File: config.mk
export PLATFORM = sky130hd
export DESIGN_NAME = rs_generic
export DESIGN_NICKNAME = d
export VERILOG_FILES = /design/src/rtl/rs_generic.sv
export SDC_FILE = /design/constraint.sdc
export NUM_CORES = 1
export LEC_CHECK = 0
export CAP_MARGIN = 0
export CORE_UTILIZATION = 30
export DETAILED_ROUTE_END_ITERATION = 8
export GPL_TIMING_DRIVEN = 1
export PLACE_DENSITY = 0.5
export SLEW_MARGIN = 20
export SYNTH_ARGS = -nofsm -noshare
export SYNTH_HDL_FRONTEND = slang
export SYNTH_SLANG_ARGS = --single-unit
File: constraint.sdc
create_clock -name clk -period 5 [get_ports clk]
set_clock_uncertainty 0.2 [all_clocks]
set_input_delay 1 -clock clk [delete_from_list [all_inputs] [get_ports clk]]
set_output_delay 1 -clock clk [all_outputs]
set_load 0.02 [all_outputs]
File: src/rtl/rs_generic.sv
// Reservation station: CDB wakeup, oldest-ready select into a one-deep issue register.
// Define RS_WAKEUP_BYPASS_EN to let an entry woken this cycle load into the issue register at once.
module rs_generic #(
    parameter int unsigned DEPTH   = 4,
    parameter int unsigned DATA_W  = 32,
    parameter int unsigned TAG_W   = 3,
    parameter int unsigned OP_W    = 4,
    parameter int unsigned NUM_CDB = 2
) (
    input  logic                             clk,
    input  logic                             rst,
    input  logic                             flush,
    input  logic                             disp_valid,
    output logic                             disp_ready,
    input  logic [OP_W-1:0]                  disp_op,
    input  logic [TAG_W-1:0]                 disp_rob_dest,
    input  logic                             disp_src1_pend,
    input  logic                             disp_src2_pend,
    input  logic [TAG_W-1:0]                 disp_src1_tag,
    input  logic [TAG_W-1:0]                 disp_src2_tag,
    input  logic [DATA_W-1:0]                disp_src1_data,
    input  logic [DATA_W-1:0]                disp_src2_data,
    input  logic [NUM_CDB-1:0]               cdb_valid,
    input  logic [NUM_CDB-1:0][TAG_W-1:0]    cdb_tag,
    input  logic [NUM_CDB-1:0][DATA_W-1:0]   cdb_data,
    output logic                             issue_valid,
    input  logic                             issue_ready,
    output logic [OP_W-1:0]                  issue_op,
    output logic [DATA_W-1:0]                issue_q1,
    output logic [DATA_W-1:0]                issue_q2,
    output logic [TAG_W-1:0]                 issue_rob_dest,
    output logic [$clog2(DEPTH):0]           occupancy
);

    localparam int unsigned IDX_W = $clog2(DEPTH);
    localparam int unsigned CNT_W = IDX_W + 1;
    localparam logic [CNT_W-1:0] DEPTH_C = CNT_W'(DEPTH);

    typedef struct packed {
        logic              hit;
        logic [DATA_W-1:0] data;
    } snoop_t;

    // Lowest-indexed CDB port carrying the tag wins.
    function automatic snoop_t snoop(
        input logic [TAG_W-1:0]                tag,
        input logic [NUM_CDB-1:0]              vld,
        input logic [NUM_CDB-1:0][TAG_W-1:0]   tags,
        input logic [NUM_CDB-1:0][DATA_W-1:0]  data
    );
        snoop_t r;
        r = '0;
        for (int k = 0; k < NUM_CDB; k++) begin
            if (!r.hit && vld[k] && tags[k] == tag) begin
                r.hit  = 1'b1;
                r.data = data[k];
            end
        end
        return r;
    endfunction

    logic [DEPTH-1:0]              valid_q, valid_d;
    logic [DEPTH-1:0]              pend1_q, pend1_d, pend2_q, pend2_d;
    logic [DEPTH-1:0][TAG_W-1:0]   tag1_q, tag1_d, tag2_q, tag2_d;
    logic [DEPTH-1:0][TAG_W-1:0]   dest_q, dest_d;
    logic [DEPTH-1:0][DATA_W-1:0]  val1_q, val1_d, val2_q, val2_d;
    logic [DEPTH-1:0][OP_W-1:0]    op_q, op_d;
    // older_q[i][j] set means entry i was dispatched before entry j.
    logic [DEPTH-1:0][DEPTH-1:0]   older_q, older_d;

    logic                          out_valid_q, out_valid_d;
    logic [OP_W-1:0]               out_op_q;
    logic [DATA_W-1:0]             out_q1_q, out_q2_q;
    logic [TAG_W-1:0]              out_dest_q;

    snoop_t [DEPTH-1:0]            snp1, snp2;
    snoop_t                        dsnp1, dsnp2;
    logic [DEPTH-1:0]              wake1, wake2, rdy1, rdy2, elig;
    logic [DEPTH-1:0][DATA_W-1:0]  opnd1, opnd2;

    logic [DEPTH-1:0]              sel_oh;
    logic                          sel_any;
    logic [OP_W-1:0]               sel_op;
    logic [DATA_W-1:0]             sel_q1, sel_q2;
    logic [TAG_W-1:0]              sel_dest;

    logic [IDX_W-1:0]              free_idx;
    logic                          free_found;
    logic                          load_en, issue_fire, disp_fire;

    always_comb begin
        occupancy = '0;
        for (int i = 0; i < DEPTH; i++) begin
            occupancy = occupancy + CNT_W'(valid_q[i]);
        end
    end

    assign disp_ready = (occupancy != DEPTH_C);
    assign disp_fire  = disp_valid & disp_ready;
    assign load_en    = ~out_valid_q | issue_ready;
    assign issue_fire = load_en & sel_any;

    always_comb begin
        for (int i = 0; i < DEPTH; i++) begin
            snp1[i]  = snoop(tag1_q[i], cdb_valid, cdb_tag, cdb_data);
            snp2[i]  = snoop(tag2_q[i], cdb_valid, cdb_tag, cdb_data);
            wake1[i] = pend1_q[i] & snp1[i].hit;
            wake2[i] = pend2_q[i] & snp2[i].hit;
`ifdef RS_WAKEUP_BYPASS_EN
            rdy1[i]  = ~pend1_q[i] | wake1[i];
            rdy2[i]  = ~pend2_q[i] | wake2[i];
            opnd1[i] = wake1[i] ? snp1[i].data : val1_q[i];
            opnd2[i] = wake2[i] ? snp2[i].data : val2_q[i];
`else
            rdy1[i]  = ~pend1_q[i];
            rdy2[i]  = ~pend2_q[i];
            opnd1[i] = val1_q[i];
            opnd2[i] = val2_q[i];
`endif
            elig[i]  = valid_q[i] & rdy1[i] & rdy2[i];
        end
        dsnp1 = snoop(disp_src1_tag, cdb_valid, cdb_tag, cdb_data);
        dsnp2 = snoop(disp_src2_tag, cdb_valid, cdb_tag, cdb_data);
    end

    // An eligible entry is selected unless some older entry is also eligible.
    always_comb begin
        sel_oh   = '0;
        sel_op   = '0;
        sel_q1   = '0;
        sel_q2   = '0;
        sel_dest = '0;
        for (int i = 0; i < DEPTH; i++) begin
            if (elig[i]) begin
                sel_oh[i] = 1'b1;
                for (int j = 0; j < DEPTH; j++) begin
                    if (j != i && elig[j] && older_q[j][i]) begin
                        sel_oh[i] = 1'b0;
                    end
                end
            end
        end
        sel_any = |elig;
        for (int i = 0; i < DEPTH; i++) begin
            sel_op   = sel_op   | (op_q[i]   & {OP_W{sel_oh[i]}});
            sel_q1   = sel_q1   | (opnd1[i]  & {DATA_W{sel_oh[i]}});
            sel_q2   = sel_q2   | (opnd2[i]  & {DATA_W{sel_oh[i]}});
            sel_dest = sel_dest | (dest_q[i] & {TAG_W{sel_oh[i]}});
        end
    end

    always_comb begin
        free_idx   = '0;
        free_found = 1'b0;
        for (int i = 0; i < DEPTH; i++) begin
            if (!free_found && !valid_q[i]) begin
                free_idx   = IDX_W'(i);
                free_found = 1'b1;
            end
        end
    end

    always_comb begin
        valid_d = valid_q;
        pend1_d = pend1_q & ~wake1;
        pend2_d = pend2_q & ~wake2;
        tag1_d  = tag1_q;
        tag2_d  = tag2_q;
        dest_d  = dest_q;
        op_d    = op_q;
        val1_d  = val1_q;
        val2_d  = val2_q;
        older_d = older_q;

        for (int i = 0; i < DEPTH; i++) begin
            if (wake1[i]) val1_d[i] = snp1[i].data;
            if (wake2[i]) val2_d[i] = snp2[i].data;
        end

        if (issue_fire) begin
            valid_d = valid_d & ~sel_oh;
        end

        if (disp_fire) begin
            valid_d[free_idx] = 1'b1;
            op_d[free_idx]    = disp_op;
            dest_d[free_idx]  = disp_rob_dest;
            tag1_d[free_idx]  = disp_src1_tag;
            tag2_d[free_idx]  = disp_src2_tag;
            pend1_d[free_idx] = disp_src1_pend & ~dsnp1.hit;
            pend2_d[free_idx] = disp_src2_pend & ~dsnp2.hit;
            val1_d[free_idx]  = (disp_src1_pend & dsnp1.hit) ? dsnp1.data : disp_src1_data;
            val2_d[free_idx]  = (disp_src2_pend & dsnp2.hit) ? dsnp2.data : disp_src2_data;
            // Newcomer is younger than every slot; stale bits of free slots get rewritten later.
            older_d[free_idx] = '0;
            for (int j = 0; j < DEPTH; j++) begin
                if (IDX_W'(j) != free_idx) older_d[j][free_idx] = 1'b1;
            end
        end

        if (flush) begin
            valid_d = '0;
        end
    end

    always_comb begin
        out_valid_d = out_valid_q;
        if (load_en) out_valid_d = sel_any;
        if (flush)   out_valid_d = 1'b0;
    end

    always_ff @(posedge clk or negedge rst) begin
        if (!rst) begin
            valid_q     <= '0;
            pend1_q     <= '0;
            pend2_q     <= '0;
            out_valid_q <= 1'b0;
        end else begin
            valid_q     <= valid_d;
            pend1_q     <= pend1_d;
            pend2_q     <= pend2_d;
            out_valid_q <= out_valid_d;
        end
    end

    // Payload only matters under a valid bit, so it carries no reset.
    always_ff @(posedge clk) begin
        tag1_q  <= tag1_d;
        tag2_q  <= tag2_d;
        dest_q  <= dest_d;
        op_q    <= op_d;
        val1_q  <= val1_d;
        val2_q  <= val2_d;
        older_q <= older_d;
        if (issue_fire) begin
            out_op_q   <= sel_op;
            out_q1_q   <= sel_q1;
            out_q2_q   <= sel_q2;
            out_dest_q <= sel_dest;
        end
    end

    assign issue_valid    = out_valid_q;
    assign issue_op       = out_op_q;
    assign issue_q1       = out_q1_q;
    assign issue_q2       = out_q2_q;
    assign issue_rob_dest = out_dest_q;

    sel_onehot_a: assert property (@(posedge clk) disable iff (!rst) $onehot0(sel_oh));

    issue_hold_a: assert property (@(posedge clk) disable iff (!rst)
        (issue_valid && !issue_ready && !flush) |=>
        (issue_valid && $stable({issue_op, issue_q1, issue_q2, issue_rob_dest})));

endmodule
-- After elaboration in Yosys (flattened, before gate mapping)
Index checks and enable logic that the tools add are counted.
- register bits after elaboration: 408
- input bits: 156
- reductions and logical operators: 64
- muxes and demuxes: 81
- bitwise gates (word level): 75
- $add $sub $neg: 3
- $lt $le $gt $ge: 2
- equality and inequality tests: 24
- operators with widths (operator ; number):
    33-bit 2-to-1 mux ; 20
    32-bit 2-to-1 mux ; 11
    32-bit AND ; 8
    128-bit bitwise mux ; 2
    128-bit 2-to-1 mux ; 2
    32-bit bitwise OR ; 6
    32-bit demux with 2-bit select ; 1
    3-bit equality test ; 20
    1-bit logical AND ; 46
    4-bit 2-to-1 mux ; 10
    12-bit bitwise mux ; 3
    4-bit bitwise OR ; 8
    4-bit AND ; 7
    1-bit 2-to-1 mux ; 23
    1-bit AND ; 22
    16-bit AND ; 1
    16-bit bitwise mux ; 1
    16-bit NOT ; 1
    1-bit logical NOT ; 15
    3-bit AND ; 4
    4-bit NOT ; 3
    1-bit NOT ; 11
    3-bit bitwise OR ; 3
    4-bit bitwise mux ; 2
    other kinds (16) ; 19

-- Longest topological paths before layout
- depth after elaboration: 17
- depth in mapped cells: 11
- mapped depth without buffers: 10

-- Worst setup path after synthesis
No wires, ideal clock.
- path kind: reg-to-reg
- from: register valid_q[0]
- to: register dest_q[3] (netlist bit) (enable)
- setup slack: 1.254 ns
- cell stages (with the launch flop): 12
- data required time: 4.493 ns
- buffers on the path: 2
- period minus slack after synthesis: 3.746 ns
- data arrival time: 3.239 ns
- cells stage by stage: dfrtp_1 fa_1 ha_1 ha_1 nor3b_1 inv_1 nand2_1 inv_1 nand3_1 clkbuf_1 clkbuf_1 inv_1
- cells in the longest elaborated chain, start to end: 5
- ends and longest elaborated chain (element ; RTL line ; text):
    from (decl) ; 62 ; logic [DEPTH-1:0] valid_q, valid_d;
    from (signal assigned) ; 219 ; valid_q <= valid_d;
    1-bit by 1-bit adder with 2-bit output ; 94 ; occupancy = occupancy + CNT_W'(valid_q[i]);
    2-bit by 1-bit adder with 3-bit output ; 94 ;
    3-bit by 1-bit adder with 3-bit output ; 94 ;
    via occupancy[1] ; 32 ; output logic [$clog2(DEPTH):0] occupancy
    3-bit != test ; 98 ; assign disp_ready = (occupancy != DEPTH_C);
    via disp_ready ; 14 ; output logic disp_ready,
    1-bit AND ; 99 ; assign disp_fire = disp_valid & disp_ready;
    via disp_fire ; 89 ; logic load_en, issue_fire, disp_fire;
    to (signal assigned) ; 230 ; dest_q <= dest_d;
    to (decl) ; 65 ; logic [DEPTH-1:0][TAG_W-1:0] dest_q, dest_d;
The timed path passes the listed nets, and every way through them passes these cells.
A chain may end at the register's enable or synchronous reset.

-- Worst setup path after layout
- from: register valid_q[3]
- to: output port disp_ready
- cells in the longest elaborated chain, start to end: 2
- ends and longest elaborated chain (element ; RTL line):
    3-bit by 1-bit adder with 3-bit output ; 94
    3-bit != test ; 98
    to (decl) ; 14
Every way passes these cells.

==> impl_metrics.toml <==
[status]
status = "complete, no violations"

[clock_tree]
cts_max_level = 2
cts_root_buffer = "clkbuf_16"
clock-sinks = 404
postCtsResizedCells = 0
clk_latency_ps = 610
cts_buffer_depth = 3
postCtsSetupBuffers = 0
numCtsBuffers = 48
clk_pin_slew_ps = 60
cts_hold_buf = 0
cts_tree = "built"

[yosys]
synth_edf_count = 135
synth_area_sq_mm = 0.0238
synth_compound_area_share_pct = 28.0
syn_avg_cell_area_sq_um = 8.57
syn_inst = 2779
synth_cell_types = 65
netlist.area_leader.share_pct = 21.5
async_flop_share_pct = 3.22
synthAdderAreaFrac_pct = 0.294
synthXorXnorAreaFrac_pct = 2.24
synthSimpleGateAreaFrac_pct = 17.4
synth_top_family_by_area = "compound AO/OA/AOI/OAI gates"
ys.flop_type = "dfxtp_1"
ys_seq_area_share_pct = 39.9
yosys.area.top_type = "dfxtp_1"
ys_seq_elements = 404
yosys_warnings = 0
yosys-top-cells-area = "dfxtp_1 22%, edfxtp_1 17%, o21ai_0 5.7%, a22oi_1 5.5%, clkbuf_1 4.2%"
syn-num-nets = 2940
synth.area.mux_share_pct = 5.71

[cells_and_area]
syn2layout_area_growth_pct = 20.8
fin_nets = 2983
nFillCells = 7870
finish.utilization_pct = 36.9
drive_above_1_share_pct = 13.5

[critical_path]
criticalPathCategory = "reg2out"
arrival_ps = 3250
cp_max_fo = 9
required_ps = 3800
cp-start-kind = "flop"
end_kind = "output port"

[place]
dp_hpwl_microns = 66400
gp_congestion = 0.864
place_worst_setup_slack_ps = 910
port_buffers = 231

[run]
cap_viol_max_count = 0

[timing]
fmax_mhz = 225
finalCriticalPeriod_ps = 4450
hold_violations = 0
rsz0062_at_grt = "false"
slew_viol_final = 0
setup_tns_ps = 0
fin_ws_ps = 551
slew_headroom_pct = 33.7
setup_viol = 0
worstMarginPinSlew_ps = 991
min_period_over_period_pct = 89.0

[route]
wl_per_cell_microns = 28.7
drt-initial-drc-count = 3016
wirelength_microns = 112000
ant_nets = 0
vias_per_cell = 6.21
vias = 24300
dr.pass1.iters = 6
drc_errors = 0

[die]
dieArea_sq_mm = 0.0805
core_area_sq_mm = 0.0780
io-pin-count = 232
die_w_microns = 284
fp.dieH_microns = 284
initial_core_util_pct = 30.6
rows = 102

[power_and_ir_drop]
power.total_mw = 11.0
p_leak_nw = 10.3
p_per_area_mw_per_mm2 = 381
vdd_drop_max_mv = 0.250

[global_routing]
grt_max_degree = 164
grt-ovfl-total = 0
grt_pass1_wl_microns = 161000
grt_pass1_vias = 23600
antenna_found_initial = 20
track_usage_pct = 26.6

[min_path]
hp-class = "reg2reg"
cell families after synthesis:
logic type	Yosys count
compound gates	1025
xor+xnor	60
fa+ha+maj	5
buf+inv	391
flops	404
mux	128
simple gates	766
per-layer routing:
| metal | wire (microns) | GRT usage (%) | up-vias |
|---|---|---|---|
| li1 | - | - | 10500 |
| met1 | 45000 | 34.6 | 11800 |
| met2 | 49600 | 41.0 | 1581 |
| met3 | 11500 | 6.05 | 336 |
| met4 | 5800 | 13.6 | 30 |
| met5 | 172 | 0 | - |
worst paths after layout:
path	from	to	slack, ps	depth (start not counted)
worst max-delay path	valid_q[3]	disp_ready	550	6
worst min-delay path	opnd1[102]	opnd1[102]	260	1
worst max register to register	valid_q[3]	opnd1[104]	890	9
worst min register to register	opnd1[102]	opnd1[102]	260	1
max in group asynchronous	rst	pend2_q[3]	3470	1
min in group asynchronous	rst	issue_valid	620	1
cell usage after synthesis, drive strengths merged, types with 11 or more instances:
cell type	n
nand3	11
a22o	32
xnor2	45
o22ai	129
a211o	63
buf	46
edfxtp	135
dfxtp	256
dfrtp	13
mux2i	64
nand2	217
nand4	145
and3	34
o2bb2ai	31
a22oi	176
clkbuf	267
or2	128
a21boi	133
or4	36
mux2	64
inv	77
nor4	69
xor2	15
a31oi	32
o21ai	274
nor3	35
nor2	66
a21oi	139
report_power, final:
| part | leakage (nW) | internal, mW | total (mW) | switching [mW] |
|---|---|---|---|---|
| clock network | 0.840 | 2.27 | 3.83 | 1.56 |
| logic | 5.91 | 0.982 | 2.45 | 1.47 |
| registers | 3.59 | 4.27 | 4.70 | 0.429 |
cell usage in the layout, fill, tap and decap left out, types with 35 or more instances in the layout:
cell and count:
a21boi_0 128, clkbuf_16 50, mux2_2 59, o21ai_0 272, a21oi_1 138, a22oi_1 176
edfxtp_1 135, inv_1 75, nand4_1 144, mux2i_1 64, nand2_1 216, or4_1 35
o22ai_1 129, dfxtp_1 256, xnor2_1 44, clkdlybuf4s50_1 230, nor2_1 66, or2_2 128
a211o_1 62, buf_4 64, nor4_1 68
through the flow:
step,cells,area [sq um],hold slack [ps]
6_report,3904,28800,263
3_3_place_gp,3812,27100,244
4_1_cts,3901,28800,264
5_1_grt,3903,28800,279
3_5_place_dp,3812,27100,250
2_1_floorplan,2779,23800,236
area by class of cell:
cell class / count / area, sq um / share of cell area (%)
well taps: 1040 / 1300 / 4.52
flip-flops and latches: 404 / 9510 / 33.0
clock inverters: 28 / 319 / 1.11
multi-input cells: 1984 / 13000 / 45.1
repair buffers: 306 / 3020 / 10.5
diodes: 3 / 7.51 / 0.0261
inverters: 78 / 295 / 1.03
clock buffers: 61 / 1350 / 4.70
worst max-delay path, stage by stage, from the launching register on:
cell             delay (ps)
dfrtp_1                 540
fa_1                    480
ha_1                    190
ha_1                    300
nor3b_1                 450
inv_1                   120
clkdlybuf4s50_1         560
sequential cells by signal, indices dropped and copies added (netlist names), named ones only:
signal          cells
older_q             4
op_q               16
pend2_q             4
opnd1             128
issue_op            4
tag1_q             12
valid_q             4
dest_q             12
pend1_q             4
issue_q2           32
issue_rob_dest      3
opnd2             128
issue_q1           32
tag2_q             12
issue_valid         1
Note: power is estimated with default switching activity, not from simulation.
